`src/rtl/spm_pkg.sv`:
```
// Shared definitions for the bit-serial arithmetic path.
// Used by the serializer, the serial-parallel multiplier and the deserializer.
package spm_pkg;

    typedef enum logic {
        IDLE  = 1'b0,
        SHIFT = 1'b1
    } spm_state_e;

    // A serial frame is the operand followed by its sign-extension tail.
    function automatic int frame_len(input int width, input int ext);
        return width + ext;
    endfunction

    // Counter width that can hold any bit index 0..len-1 and also len itself.
    function automatic int cnt_width(input int len);
        return $clog2(len + 1);
    endfunction

endpackage

```
`src/rtl/spm_ser_shreg.sv`:
```
// Loadable arithmetic right-shift register: the MSB replicates on every shift,
// so once the operand bits are out the LSB carries the sign extension.
module spm_ser_shreg #(
    parameter int WIDTH = 8
) (
    input  logic             clk,
    input  logic             rst,
    input  logic             load_i,
    input  logic             shift_i,
    input  logic [WIDTH-1:0] d_i,
    output logic [WIDTH-1:0] q_o
);

    logic [WIDTH-1:0] q_q;

    always_ff @(posedge clk or posedge rst) begin
        if (rst) begin
            q_q <= '0;
        end else if (load_i) begin
            q_q <= d_i;
        end else if (shift_i) begin
            q_q <= {q_q[WIDTH-1], q_q[WIDTH-1:1]};
        end
    end

    assign q_o = q_q;

endmodule

```
`src/rtl/spm_serializer.sv`:
```
// Parallel-to-serial front end: signed word in, LSB-first frame of WIDTH+EXT bits out.
// Optional feature macro SPM_SERIALIZER_PRELOAD_EN adds a one-word holding register for gapless frames.
module spm_serializer
    import spm_pkg::*;
#(
    parameter int WIDTH = 8,
    parameter int EXT   = 8
) (
    input  logic             clk,
    input  logic             rst,
    input  logic             in_valid,
    output logic             in_ready,
    input  logic [WIDTH-1:0] in_data,
    input  logic             s_en,
    output logic             s_valid,
    output logic             s_bit,
    output logic             s_first,
    output logic             s_last
);

    localparam int L  = frame_len(WIDTH, EXT);
    localparam int CW = cnt_width(L);
    localparam logic [CW-1:0] LAST_K = CW'(L - 1);

    if (WIDTH < 2) begin : g_width_check
        $error("spm_serializer: WIDTH must be at least 2");
    end

    // Handshake: a word moves on a rising edge with in_valid && in_ready; a serial bit
    // moves downstream on a rising edge with s_valid && s_en, otherwise everything holds.
    spm_state_e       state_q, state_d;
    logic [CW-1:0]    cnt_q, cnt_d;
    logic [WIDTH-1:0] sh_d, sh_q;
    logic             sh_load, sh_shift;
    logic             accept, xfer, at_last;

`ifdef SPM_SERIALIZER_PRELOAD_EN
    logic [WIDTH-1:0] hold_q, hold_d;
    logic             hold_full_q, hold_full_d;

    assign in_ready = !hold_full_q;
`else
    assign in_ready = (state_q == IDLE);
`endif

    assign accept  = in_valid && in_ready;
    assign xfer    = s_valid && s_en;
    assign at_last = (cnt_q == LAST_K);

    always_comb begin
        state_d  = state_q;
        cnt_d    = cnt_q;
        sh_d     = in_data;
        sh_load  = 1'b0;
        sh_shift = 1'b0;
`ifdef SPM_SERIALIZER_PRELOAD_EN
        hold_d      = hold_q;
        hold_full_d = hold_full_q;
`endif
        case (state_q)
            IDLE: begin
                if (accept) begin
                    state_d = SHIFT;
                    cnt_d   = '0;
                    sh_load = 1'b1;
                end
            end
            SHIFT: begin
                if (xfer && at_last) begin
                    state_d = IDLE;
                    cnt_d   = '0;
`ifdef SPM_SERIALIZER_PRELOAD_EN
                    // Chain the next frame with no bubble; a full hold blocks accept.
                    if (hold_full_q) begin
                        state_d     = SHIFT;
                        sh_d        = hold_q;
                        sh_load     = 1'b1;
                        hold_full_d = 1'b0;
                    end else if (accept) begin
                        state_d = SHIFT;
                        sh_load = 1'b1;
                    end
`endif
                end else if (xfer) begin
                    cnt_d    = cnt_q + CW'(1);
                    sh_shift = 1'b1;
                end
`ifdef SPM_SERIALIZER_PRELOAD_EN
                if (accept && !(xfer && at_last)) begin
                    hold_d      = in_data;
                    hold_full_d = 1'b1;
                end
`endif
            end
            default: state_d = IDLE;
        endcase
    end

    always_ff @(posedge clk or posedge rst) begin
        if (rst) begin
            state_q <= IDLE;
            cnt_q   <= '0;
        end else begin
            state_q <= state_d;
            cnt_q   <= cnt_d;
        end
    end

`ifdef SPM_SERIALIZER_PRELOAD_EN
    always_ff @(posedge clk or posedge rst) begin
        if (rst) begin
            hold_q      <= '0;
            hold_full_q <= 1'b0;
        end else begin
            hold_q      <= hold_d;
            hold_full_q <= hold_full_d;
        end
    end
`endif

    spm_ser_shreg #(
        .WIDTH(WIDTH)
    ) u_shreg (
        .clk    (clk),
        .rst    (rst),
        .load_i (sh_load),
        .shift_i(sh_shift),
        .d_i    (sh_d),
        .q_o    (sh_q)
    );

    assign s_valid = (state_q == SHIFT);
    assign s_bit   = sh_q[0];
    assign s_first = s_valid && (cnt_q == '0);
    assign s_last  = s_valid && at_last;

endmodule

```
`config.mk`:
```
export PLATFORM = sky130hd
export DESIGN_NAME = spm_serializer
export DESIGN_NICKNAME = d
export VERILOG_FILES = /design/src/rtl/spm_pkg.sv /design/src/rtl/spm_ser_shreg.sv /design/src/rtl/spm_serializer.sv
export SDC_FILE = /design/constraint.sdc
export NUM_CORES = 1
export LEC_CHECK = 0
export BUFFER_PORTS_ARGS = -buffer_cell sky130_fd_sc_hd__buf_2
export CORE_AREA = 5 5 45 47
export DETAILED_ROUTE_END_ITERATION = 10
export DIE_AREA = 0 0 50 52
export PLACE_DENSITY_LB_ADDON = 0.2
export SYNTH_ARGS = -nofsm -noshare
export SYNTH_HDL_FRONTEND = slang
export SYNTH_SLANG_ARGS = --single-unit
```
`constraint.sdc`:
```
create_clock -name clk -period 1.8 [get_ports clk]
set_clock_uncertainty 0.05 [all_clocks]
set_input_delay 0.45 -clock clk [delete_from_list [all_inputs] [get_ports clk]]
set_output_delay 0.45 -clock clk [all_outputs]
set_load 0.05 [all_outputs]
```
==> flow_metrics.py <==
metrics = {
    "logic_synthesis": {
        "syn_area_um2": 737,
        "synth-seq-area-share_pct": 47.5,
        "yosys_warnings": 0,
        "yosys.cell_types.count": 19,
        "synth_seq_cells": 14,
        "syn_nets": 87,
        "syn_area_per_cell_um2": 10.1,
        "synthCells": 73,
    },
    "placement": {
        "io_buffers": 16,
        "dpl_worst_slack_ns": 0.105,
        "placed_area_um2": 877,
        "dp_hpwl_mm": 1.05,
        "place_congestion": 0.820,
    },
    "floorplan": {
        "die_h_um": 52,
        "die_area_mm2": 0.00260,
        "rows": 15,
        "ios": 17,
        "start_util_pct": 45.7,
        "dieWidth_um": 50,
        "core_area_mm2": 0.00161,
    },
    "final_layout": {
        "final_cell_mix": "buf_2, dfrtp_1, nand2_1, o21ai_0, mux2i_1",
        "finalNetCount": 113,
        "postLayoutCoreUtil_pct": 58.9,
        "drive_gt1_share_pct": 36.7,
        "multi_input_area_um2": 378,
        "final_common_cell": "buf_2",
        "seqCellArea_um2": 352,
        "area_growth_pct": 29.0,
        "final_area_um2": 951,
        "num-fill-cells": 144,
        "antenna_cells": 0,
    },
    "drt": {
        "via_per_inst": 5.18,
        "drc": 0,
        "dr.pass1.iters": 4,
        "initialDrtViolationCount": 8,
        "drt_wl_total_mm": 1.44,
        "ant_nets": 0,
        "wl_per_cell_um": 12.5,
        "via_count": 596,
    },
    "pwr": {
        "power_density_mw_per_mm2": 1420,
        "ir_worst_vdd_mv": 0.791,
        "switching_share_pct": 40.0,
        "combPwrFrac_pct": 42.3,
        "leakagePower_nw": 0.414,
        "p_sw_w": 0.000541,
        "p_int_w": 0.000812,
        "clkPwrFrac_pct": 16.9,
        "seqPwrFrac_pct": 40.8,
    },
    "clock_network": {
        "htreeDepth": 1,
        "cts_made_buffers": 3,
        "path_clk_slew_ns": 0.09,
        "cts_tree": "yes",
        "cts.hold.buffers_added": 0,
        "root_buffer": "clkbuf_4",
        "clk_latency_ns": 0.28,
        "ctsLongestPathBuffers": 2,
        "cts_sinks": 14,
    },
    "sta": {
        "fin_setup_tns_ns": -0.0453,
        "setup-violations-final": 2,
        "relSlewSlack_pct": 67.0,
        "rsz0062_at_grt": "true",
        "setup_ws_ns": -0.0339,
        "worst_pin_slew_ns": 0.482,
        "hold_ws_ns": 0.135,
        "period_needed_ns": 1.83,
        "finalHoldViolCount": 0,
        "finalCritPeriodShare_pct": 102,
        "finalMaxSlewViolations": 0,
        "fmaxAchievable_mhz": 545,
    },
    "outcome": {
        "status": "finished, violations left",
        "violations": "setup timing",
    },
    "worst_setup_path": {
        "crit_path_start_kind": "flip-flop",
        "path_max_fanout": 4,
        "path_cells": "inv_1 > ha_1 > nand2b_1 > nor4_4 > buf_6",
        "criticalPathCategory": "reg -> out",
        "cp_slowest_cell": "dfrtp_1",
        "critical_path_arrival_ns": 1.33,
        "slowest_delay_ns": 0.42,
        "critPathRequiredTime_ns": 1.30,
        "cp-end-kind": "output pin",
    },
    "global_route": {
        "antenna_found_initial": 0,
        "grt_max_degree": 15,
        "grt_pass1_wl_mm": 2.57,
        "gr-usage-all-layers_pct": 13.4,
        "first_global_vias": 589,
        "grt-ovfl-total": 0,
    },
    "job": {
        "cap_violations": 0,
    },
    "worst_hold_path": {
        "holdCritPathClass": "in -> async",
    },
}
==> sequential cells by signal, summed over array words and instances, names as in the netlist <==
register and count:
cnt_q 5, u_shreg.q_o 8, s_valid 1
==> final cells by class <==
class                           count  share of cell area [%]
Sequential cell                    14                    37.0
Clock buffer                        4                    3.82
Multi-Input combinational cell     53                    39.7
Inverter                            4                    1.97
Tap cell                           17                    2.24
Timing Repair Buffer               23                    15.3
==> through the flow <==
step	cells	power, W
floorplan	73	0.000964
global placement	108	0.00108
detailed placement	108	0.00109
CTS	115	0.00136
global route	115	0.00148
finish	115	0.00135
==> timing repair <==
item	4_1_cts	5_1_grt
resized for setup	5	0
endpoints found under the setup margin	2	2
pin swaps	3	0
buffers inserted	3	0
==> routing by layer <==
metal | global-route usage [%] | vias to the layer above | share of wire, %
met5 | 0 | - | 0
met1 | 16.7 | 268 | 45
met4 | 8.73 | 0 | 3.1
met3 | 4.01 | 6 | 6.4
li1 | - | 304 | -
met2 | 19.9 | 18 | 45
==> critical path: cells and delay by family (launching register included) <==
family	cells	cell delay [ns]
buffers and inverters	2	0.27
AND/OR/NAND/NOR	2	0.23
adder cells (fa/ha/maj)	1	0.14
flip-flops	1	0.42
==> cell usage after synthesis (all sizes together) <==
library cell,number,area share (%)
a21oi,2,1.4
buf,2,3.1
dfrtp,14,48
ha,2,3.4
inv,4,2.0
mux2,2,3.1
mux2i,8,11
nand2,12,6.1
nand2b,3,2.5
nand3,3,2.7
nor2,1,0.51
nor2b,1,0.85
nor3,3,2.0
nor4,1,0.85
o21ai,12,8.1
o22ai,1,0.85
o31ai,1,2.9
or3b,1,1.2
==> kinds of logic after synthesis <==
family | synth area share, %
and+or+nand+nor | 16.8
AOI/OAI and AO/OA | 13.2
DFF | 47.5
muxes | 13.9
buffers and inverters | 5.09
adders and majority gates | 3.40
==> final timing paths <==
kind	from	to	slack (ns)	cells after the start
worst max register to register	cnt_q[0]$_DFFE_PP0P_	cnt_q[1]$_DFFE_PP0P_	0.15	6
worst min-delay path	rst	u_shreg.q_o[0]$_DFFE_PP0P_	0.13	2
worst min register to register	u_shreg.q_o[0]$_DFFE_PP0P_	u_shreg.q_o[0]$_DFFE_PP0P_	0.43	2
min in group clk	in_data[7]	u_shreg.q_o[7]$_DFFE_PP0N_	0.35	2
max in group asynchronous	rst	s_valid$_DFF_PP0_	1.19	2
worst max-delay path	cnt_q[0]$_DFFE_PP0P_	s_first	-0.03	5
==> power groups by stage <==
stage | clock, W | combinational (W) | sequential [W]
after floorplan | 0 | 0.000355 | 0.000609
after global placement | 0 | 0.000514 | 0.000565
after detailed placement | 0 | 0.000522 | 0.000569
after CTS | 0.000233 | 0.000579 | 0.000552
after global routing | 0.000258 | 0.000651 | 0.000571
final | 0.000229 | 0.000572 | 0.000552
(Power assumes the default switching activity.)
